<file path="src/rtl/sipo_framer_ble_if.sv">
// Output word handshake bundle for the BLE SIPO framer.
// Master drives the held word; slave returns out_ready.
interface sipo_framer_ble_if #(
  parameter int DATA = 32
);
  localparam int CW = $clog2(DATA + 1);

  logic [DATA-1:0] data_out;
  logic [CW-1:0]   out_bits;
  logic            out_valid;
  logic            out_ready;

  modport master (
    output data_out,
    output out_bits,
    output out_valid,
    input  out_ready
  );

  modport slave (
    input  data_out,
    input  out_bits,
    input  out_valid,
    output out_ready
  );
endinterface

</file>
<file path="src/rtl/sipo_framer_ble.sv">
// BLE PHY serial-to-parallel framer with one-deep output register,
// partial-word flush, assembly clear and sticky overflow.
module sipo_framer_ble #(
  parameter  int DATA = 32,
  localparam int CW   = $clog2(DATA + 1)
) (
  input  logic              clk,
  input  logic              reset,
  input  logic              data_in,
  input  logic              we,
  input  logic              lsb_first,
  input  logic              flush,
  input  logic              clr,
  input  logic              ovf_clr,
  sipo_framer_ble_if.master bus,
  output logic              done,
  output logic              ovf,
  output logic [CW-1:0]     bit_cnt
);

  logic [DATA-1:0] asm_q;
  logic [DATA-1:0] asm_nxt;
  logic [CW-1:0]   cnt_q;
  logic [CW-1:0]   cnt_nxt;
  logic [CW-1:0]   pos;
  logic            ord_q;
  logic            ord;
  logic            full;
  logic            prod;
  logic            accept;
  logic            load;
  logic            drop;

  logic [DATA-1:0] dout_q;
  logic [CW-1:0]   obits_q;
  logic            ovalid_q;
  logic            done_q;
  logic            ovf_q;

  // Next assembly word and word-production decision.
  always_comb begin
    ord = ord_q;
    if (cnt_q == '0)
      ord = lsb_first;
    pos = ord ? cnt_q : (CW'(DATA - 1) - cnt_q);
    asm_nxt = asm_q;
    for (int i = 0; i < DATA; i++) begin
      if (we && (CW'(i) == pos))
        asm_nxt[i] = data_in;
    end
    cnt_nxt = cnt_q + CW'(we);
    full    = we && (cnt_q == CW'(DATA - 1));
    prod    = !clr &&
              (full || (flush && (cnt_nxt != '0)));
    accept  = ovalid_q && bus.out_ready;
    load    = prod && (!ovalid_q || accept);
    drop    = prod && !load;
  end

  // Assembly register, bit counter and latched bit order.
  always_ff @(posedge clk or posedge reset) begin
    if (reset) begin
      asm_q <= '0;
      cnt_q <= '0;
      ord_q <= 1'b0;
    end else begin
      ord_q <= ord;
      if (clr || prod) begin
        asm_q <= '0;
        cnt_q <= '0;
      end else begin
        asm_q <= asm_nxt;
        cnt_q <= cnt_nxt;
      end
    end
  end

  // Output holding register, done pulse and sticky overflow.
  always_ff @(posedge clk or posedge reset) begin
    if (reset) begin
      dout_q   <= '0;
      obits_q  <= '0;
      ovalid_q <= 1'b0;
      done_q   <= 1'b0;
      ovf_q    <= 1'b0;
    end else begin
      done_q <= load;
      if (load) begin
        dout_q   <= asm_nxt;
        obits_q  <= cnt_nxt;
        ovalid_q <= 1'b1;
      end else if (accept) begin
        ovalid_q <= 1'b0;
      end
      if (drop)
        ovf_q <= 1'b1;
      else if (ovf_clr)
        ovf_q <= 1'b0;
    end
  end

  assign bus.data_out  = dout_q;
  assign bus.out_bits  = obits_q;
  assign bus.out_valid = ovalid_q;
  assign done          = done_q;
  assign ovf           = ovf_q;
  assign bit_cnt       = cnt_q;

endmodule

</file>
<file path="src/flat_wrapper.sv">
// flat-port wrapper written by rule: the top's interface ports become plain ports
module sipo_framer_ble_flat 
#(
  parameter  int DATA = 32,
  localparam int CW   = $clog2(DATA + 1)
)
  (clk, reset, data_in, we, lsb_first, flush, clr, ovf_clr, done, ovf, bit_cnt, bus_data_out, bus_out_bits, bus_out_valid, bus_out_ready);
  sipo_framer_ble_if #(.DATA(DATA)) bus_i ();
  input  logic clk;
  input  logic reset;
  input  logic data_in;
  input  logic we;
  input  logic lsb_first;
  input  logic flush;
  input  logic clr;
  input  logic ovf_clr;
  output logic done;
  output logic ovf;
  output logic [CW-1:0] bit_cnt;
  output wire logic [$bits(bus_i.data_out)-1:0] bus_data_out;
  output wire logic [$bits(bus_i.out_bits)-1:0] bus_out_bits;
  output wire logic [$bits(bus_i.out_valid)-1:0] bus_out_valid;
  input wire logic [$bits(bus_i.out_ready)-1:0] bus_out_ready;
  assign bus_data_out = bus_i.data_out;
  assign bus_out_bits = bus_i.out_bits;
  assign bus_out_valid = bus_i.out_valid;
  assign bus_i.out_ready = bus_out_ready;
  sipo_framer_ble #(.DATA(DATA)) u_core (.clk(clk), .reset(reset), .data_in(data_in), .we(we), .lsb_first(lsb_first), .flush(flush), .clr(clr), .ovf_clr(ovf_clr), .bus(bus_i), .done(done), .ovf(ovf), .bit_cnt(bit_cnt));
endmodule
</file>
<file path="config.mk">
export PLATFORM = sky130hd
export DESIGN_NAME = sipo_framer_ble_flat
export DESIGN_NICKNAME = d
export VERILOG_FILES = /design/src/rtl/sipo_framer_ble_if.sv /design/src/rtl/sipo_framer_ble.sv /design/src/flat_wrapper.sv
export SDC_FILE = /design/constraint.sdc
export NUM_CORES = 1
export LEC_CHECK = 0
export ABC_CLOCK_PERIOD_IN_PS = 7250
export CELL_PAD_IN_SITES_DETAIL_PLACEMENT = 1
export CELL_PAD_IN_SITES_GLOBAL_PLACEMENT = 1
export CORE_MARGIN = 1.5
export CORE_UTILIZATION = 45
export DETAILED_ROUTE_END_ITERATION = 8
export PLACE_DENSITY = 0.82
export SYNTH_ARGS = -nofsm -noshare
export SYNTH_HDL_FRONTEND = slang
export SYNTH_SLANG_ARGS = --single-unit
</file>
<file path="constraint.sdc">
create_clock -name clk -period 7.25 [get_ports clk]
set_clock_uncertainty 0.2 [all_clocks]
set_input_delay 1.0875 -clock clk [delete_from_list [all_inputs] [get_ports clk]]
set_output_delay 1.0875 -clock clk [all_outputs]
set_load 0.03 [all_outputs]
</file>
==> metrics.cfg, run 1 <==
[clocking]
root_buffer = clkbuf_8
post_cts_buffers = 0
clkSlewWorstSetupHoldPaths_ns = 0.07
clock_path_buffers = 2
cts_resized = 0
holdBufCountCts = 0
cts_tree = done
insertion_delay_ns = 0.35
numCtsBuffers = 9
cts_htree_levels = 3
cts.sinks = 80

[layout]
final_cell_area_sq_um = 4460
finalNonFillerCells = 525
layout_common_cells = 91 x nor2_1, 80 x dfrtp_1, 55 x clkdlybuf4s50_1
syn2layout_area_growth_pct = 20.5
fin_nets = 429
multi_input_area_sq_um = 1590
drive_gt1_share_pct = 8.27
final-seq-area_sq_um = 2000
mostFrequentLayoutCell = nor2_1
antenna_cells = 0
utilization_pct = 56.9
fillCellCount = 891

[place]
dp_hpwl_um = 5900
io_buffers = 55
dpl-instance-area_sq_um = 4300
place_ws_ns = 2.62
place.gp.congestion = 0.857
dp_cells = 509

[critical_path]
start_kind = input port
critical_path_class = in -> reg
crit_top_cell = ha_1
critPathMaxFanout = 47
cp_top_family = compound AO/OA/AOI/OAI gates
reg2reg_depth = 7
end_kind = flip-flop
cp.required_ns = 7.29
arrival_ns = 4.29
slowest_delay_ns = 0.67
worstPathCellList = clkdlybuf4s50_1, ha_1, ha_1, and2_1, a221oi_1, o21ai_0, a31oi_4, buf_4, mux2_2
crit-reg2reg-launch = u_core.bit_cnt[0]
r2r_setup_slack_ns = 3.44
cp-startpoint = we
cp_slowest_cell = a31oi_4
worstReg2RegEnd = u_core.bus.out_bits[0]
path_buf_inv = 2

[synthesis]
ys_types = 50
syn_area_per_cell_sq_um = 9.85
synth_top_family_by_area = simple AND/OR/NAND/NOR gates
synth-seq-cells = 80
synth-simple-area-share_pct = 20.6
synth_fa_ha_area_share_pct = 0.675
ys.flop_type = dfrtp_1
synth_xor_area_share_pct = 0.946
syn_nets = 387
syn_inst = 376
synthArstFlopShare_pct = 100
synth_warnings = 0
synth.mux.area_fraction_pct = 9.66
synth_compound_area_share_pct = 10.6
ys_seq_area_share_pct = 54.0
synth_edf_count = 0
netlist_area_sq_um = 3700

[sta]
setup_violations = 0
maxSlewHeadroom_pct = 25.1
slew_viol_final = 0
rsz0062_at_grt = no
tightest_slew_ns = 1.12
fin_tns_setup_ns = 0
fin_ws_ns = 3.00
post-route-min-period_ns = 4.25
report.final.hold_viol_count = 0
max_freq_mhz = 235
timing.hold.ws_ns = 0.323
post-route-period-util_pct = 58.6

[global_routing]
grt_max_degree = 81
overflow = 0
grt_pass1_vias = 3026
grt_first_pass_wirelength_um = 15000
track_usage_pct = 22.2
antenna_found_initial = 0

[drt]
drtIter0Drc = 160
drc = 0
ant_nets = 0
drt-total-wl_um = 8780
vias = 2862
first_pass_iters = 4
routed_via_density = 5.45
wl_per_cell_um = 16.7

[floorplanning]
die_height_um = 93.7
die_area_sq_um = 8790
ioPinCount = 56
dieWidth_um = 93.7
initial_utilization_pct = 47.2
fp.coreArea_sq_um = 7850
fp-row-count = 32

[hold_path]
hold_class = reg -> reg
min_to = u_core.ovf
hp-start = u_core.ovf
holdPathStages = 1

[power]
leakage_nw = 1.93
powerDensity_nw_per_um2 = 295
p_total_mw = 1.32
vdd_drop_max_mv = 0.157

[job]
maxCapViolCount = 0

[status]
status = completed

synth_stat cells (2+ instances only):
cell | count | area share, %
nand3b_1 | 3 | 0.61
o21a_1 | 2 | 0.41
nand3_1 | 13 | 1.8
xnor2_1 | 2 | 0.47
a21oi_1 | 38 | 5.1
or3b_2 | 2 | 0.47
o21ai_0 | 6 | 0.81
or3_1 | 2 | 0.34
clkbuf_1 | 11 | 1.1
mux2_2 | 2 | 0.61
buf_2 | 12 | 1.6
ha_1 | 2 | 0.68
inv_1 | 5 | 0.51
nor3_2 | 3 | 0.81
a21o_1 | 2 | 0.41
nor3_1 | 2 | 0.27
nand4_1 | 2 | 0.34
nand2_1 | 16 | 1.6
mux2i_1 | 32 | 8.6
buf_1 | 3 | 0.30
nor2b_1 | 3 | 0.51
nand2b_1 | 7 | 1.2
or2_2 | 2 | 0.34
a31oi_1 | 3 | 0.51
nor4_1 | 4 | 0.68
xor2_1 | 2 | 0.47
o211ai_1 | 2 | 0.41
and3_1 | 2 | 0.34
nor2_1 | 91 | 9.2
dfrtp_1 | 80 | 54
how the worst max path moves through the flow:
stage / cells after the start / end
2_1_floorplan: 1 / u_core.asm_q[0]
3_3_place_gp: 9 / u_core.bus.out_bits[1]
3_5_place_dp: 9 / u_core.bus.out_bits[1]
4_1_cts: 9 / u_core.bus.out_bits[0]
5_1_grt: 8 / u_core.bus.out_bits[0]
6_report: 9 / u_core.bus.out_bits[0]
cell type report:
class,instances,share of cell area [%]
repair buffers,57,12.7
multi-input cells,265,35.5
clock buffers,10,2.86
well taps,102,2.86
clock inverters,6,0.813
inverters,5,0.420
flip-flops and latches,80,44.8
power breakdown:
part	switching, mW	internal (mW)	leakage (nW)
Combinational	0.279	0.183	0.814
Sequential	0.0502	0.521	1.03
Clock	0.161	0.122	0.0858
Total	0.490	0.827	1.93
cells by family (layout without fill, tap and decap cells):
kind of cell,count (synthesis),in the layout
AND/OR/NAND/NOR,159,159
flip-flops,80,80
AO/OA/AOI/OAI,65,65
multiplexers,35,35
buffers and inverters,31,78
XOR/XNOR,4,4
adder cells (fa/ha/maj),2,2
sequential cells by signal (all words and copies together) (netlist names):
name and cells:
u_core.done 1, u_core.bus.out_valid 1, u_core.bus.data_out 32, u_core.bit_cnt 6, u_core.ord_q 1, u_core.bus.out_bits 6
u_core.ovf 1, u_core.asm_q 32
layer usage:
metal	up-vias	track usage [%]	share of wire, %
met5	-	0	0
met4	0	6.47	1.5
met3	10	4.29	2.9
met2	45	35.6	49
met1	1442	30.8	47
li1	1365	-	-
(Power assumes the default switching activity.)
==> run 2: changes to the inputs <==
ABC_CLOCK_PERIOD_IN_PS = 3600   (was 7250)
CORE_UTILIZATION = 37   (was 45)
PLACE_DENSITY = 0.72   (was 0.82)
clock period = 3.6 ns   (was 7.25 ns; I/O delays follow)
==> metrics.cfg, run 2 (synthesized netlist as in run 1, its figures left out) <==
[clocking]
cts_tree = done  ; unchanged
clkSlewWorstSetupHoldPaths_ns = 0.08  ; was 0.07 ns
numCtsBuffers = 9  ; unchanged
cts_htree_levels = 3  ; unchanged
clock_path_buffers = 2  ; unchanged
post_cts_buffers = 0  ; unchanged
cts_resized = 0  ; unchanged
holdBufCountCts = 0  ; unchanged
insertion_delay_ns = 0.36  ; was 0.35 ns
cts.sinks = 80  ; unchanged
root_buffer = clkbuf_8  ; unchanged

[floorplanning]
die_area_sq_um = 10600  ; was 8790 sq um
ioPinCount = 56  ; unchanged
fp-row-count = 36  ; was 32
fp.coreArea_sq_um = 9730  ; was 7850 sq um
dieWidth_um = 103  ; was 93.7 um
initial_utilization_pct = 38.1  ; was 47.2%
die_height_um = 103  ; was 93.7 um

[critical_path]
crit-reg2reg-launch = u_core.bit_cnt[0]  ; unchanged
critical_path_class = reg -> reg  ; was in -> reg
critPathMaxFanout = 38  ; was 47
end_kind = flip-flop  ; unchanged
arrival_ns = 3.23  ; was 4.29 ns
reg2reg_depth = 8  ; was 7
worstReg2RegEnd = u_core.asm_q[22]  ; was u_core.bus.out_bits[0]
r2r_setup_slack_ns = 0.37  ; was 3.44 ns
start_kind = flip-flop  ; was input port
cp.required_ns = 3.61  ; was 7.29 ns

[layout]
final_cell_area_sq_um = 4610  ; was 4460 sq um
drive_gt1_share_pct = 9.58  ; was 8.27%
layout_common_cells = 91 x nor2_1, 80 x dfrtp_1, 55 x clkdlybuf4s50_1  ; unchanged
syn2layout_area_growth_pct = 24.4  ; was 20.5%
mostFrequentLayoutCell = nor2_1  ; unchanged
fin_nets = 434  ; was 429
utilization_pct = 47.4  ; was 56.9%
antenna_cells = 0  ; unchanged

[hold_path]
holdPathStages = 2  ; was 1
hold_class = reg -> reg  ; unchanged
min_to = u_core.asm_q[10]  ; was u_core.ovf
hp-start = u_core.asm_q[10]  ; was u_core.ovf

[sta]
post-route-min-period_ns = 3.23
setup_violations = 0  ; unchanged
tightest_slew_ns = 0.771  ; was 1.12 ns
rsz0062_at_grt = no  ; unchanged
post-route-period-util_pct = 89.6
fin_tns_setup_ns = 0  ; unchanged
fin_ws_ns = 0.374  ; was 3.00 ns
max_freq_mhz = 310
maxSlewHeadroom_pct = 48.5  ; was 25.1%
slew_viol_final = 0  ; unchanged
report.final.hold_viol_count = 0  ; unchanged

[drt]
vias = 2868  ; was 2862
wl_per_cell_um = 16.1  ; was 16.7 um
routed_via_density = 5.11  ; was 5.45
drc = 0  ; unchanged
ant_nets = 0  ; unchanged
drtIter0Drc = 114  ; was 160
first_pass_iters = 4  ; unchanged
drt-total-wl_um = 9050  ; was 8780 um

[global_routing]
grt_pass1_vias = 2992  ; was 3026
grt_first_pass_wirelength_um = 15000  ; about the same
overflow = 0  ; unchanged
track_usage_pct = 18.7  ; was 22.2%
antenna_found_initial = 0  ; unchanged
grt_max_degree = 46  ; was 81

[place]
place_ws_ns = -0.0141  ; was 2.62 ns
dpl-instance-area_sq_um = 4400  ; was 4300 sq um
place.gp.congestion = 0.802  ; was 0.857
dp_hpwl_um = 6310  ; was 5900 um
io_buffers = 55  ; unchanged

[power]
leakage_nw = 1.98  ; was 1.93 nW
powerDensity_nw_per_um2 = 601  ; was 295 nW/um^2
vdd_drop_max_mv = 0.319  ; was 0.157 mV

[status]
status = completed  ; unchanged

[job]
maxCapViolCount = 0  ; unchanged

[run 2: cell count changes in the layout (fill, tap and decap cells not counted)]
cell	before	now
buf_12	0	2
buf_4	2	5
bufinv_16	0	1
clkbuf_1	1	0
clkbuf_8	9	11
clkinv_2	4	3
clkinv_4	1	0
clkinvlp_4	1	2
inv_2	1	0
[run 2: stage by stage]
| step | instances | hold WS [ns] | power (mW) |
|---|---|---|---|
| 2_1_floorplan | 376 | 0.281 | 1.71 |
| 3_3_place_gp | 545 | 0.294 | 2.09 |
| 3_5_place_dp | 545 | 0.299 | 2.11 |
| 4_1_cts | 561 | 0.322 | 2.81 |
| 5_1_grt | 561 | 0.351 | 2.92 |
| 6_report | 561 | 0.320 | 2.77 |
[run 2: where the power goes]
group	internal, mW	leakage, nW	switching [mW]
clock	0.356	0.101	0.327
sequential	1.05	1.03	0.0996
combinational	0.379	0.845	0.560
[run 2: worst max-delay path, cell delays in order, from the launching register on]
cell and delay [ns]:
dfrtp_1 0.56, ha_1 0.31, ha_1 0.24, and2_1 0.18, a221oi_1 0.30, o21ai_0 0.22, a31oi_1 0.23, or2_2 0.64
nor2_1 0.17
[run 2: worst max path at each step]
stage | startpoint | end | slack [ns] | cells after the start
global placement | we | u_core.asm_q[9] | 0.22 | 9
CTS | u_core.bit_cnt[0] | u_core.asm_q[22] | 0.32 | 8
finish | u_core.bit_cnt[0] | u_core.asm_q[22] | 0.37 | 8
detailed placement | we | u_core.asm_q[22] | -0.01 | 9
global route | u_core.bit_cnt[0] | u_core.asm_q[22] | 0.12 | 8
floorplan | reset | u_core.asm_q[0] | 0.81 | 1
[run 2: cell type report]
cell class	instances	area (sq um)
Multi-Input combinational cell	265	1590
Fill cell	1131	5120
Tap cell	133	166
Inverter	5	20.0
Sequential cell	80	2000
Clock buffer	11	151
Clock inverter	5	55.1
Timing Repair Buffer	62	628
[run 2: routing by layer]
layer	share of wire, %	wire (um)	track usage (%)
met5	0	0	0
met4	1.8	161	8.00
met3	2.7	248	3.12
met2	50	4490	30.5
met1	46	4150	24.6
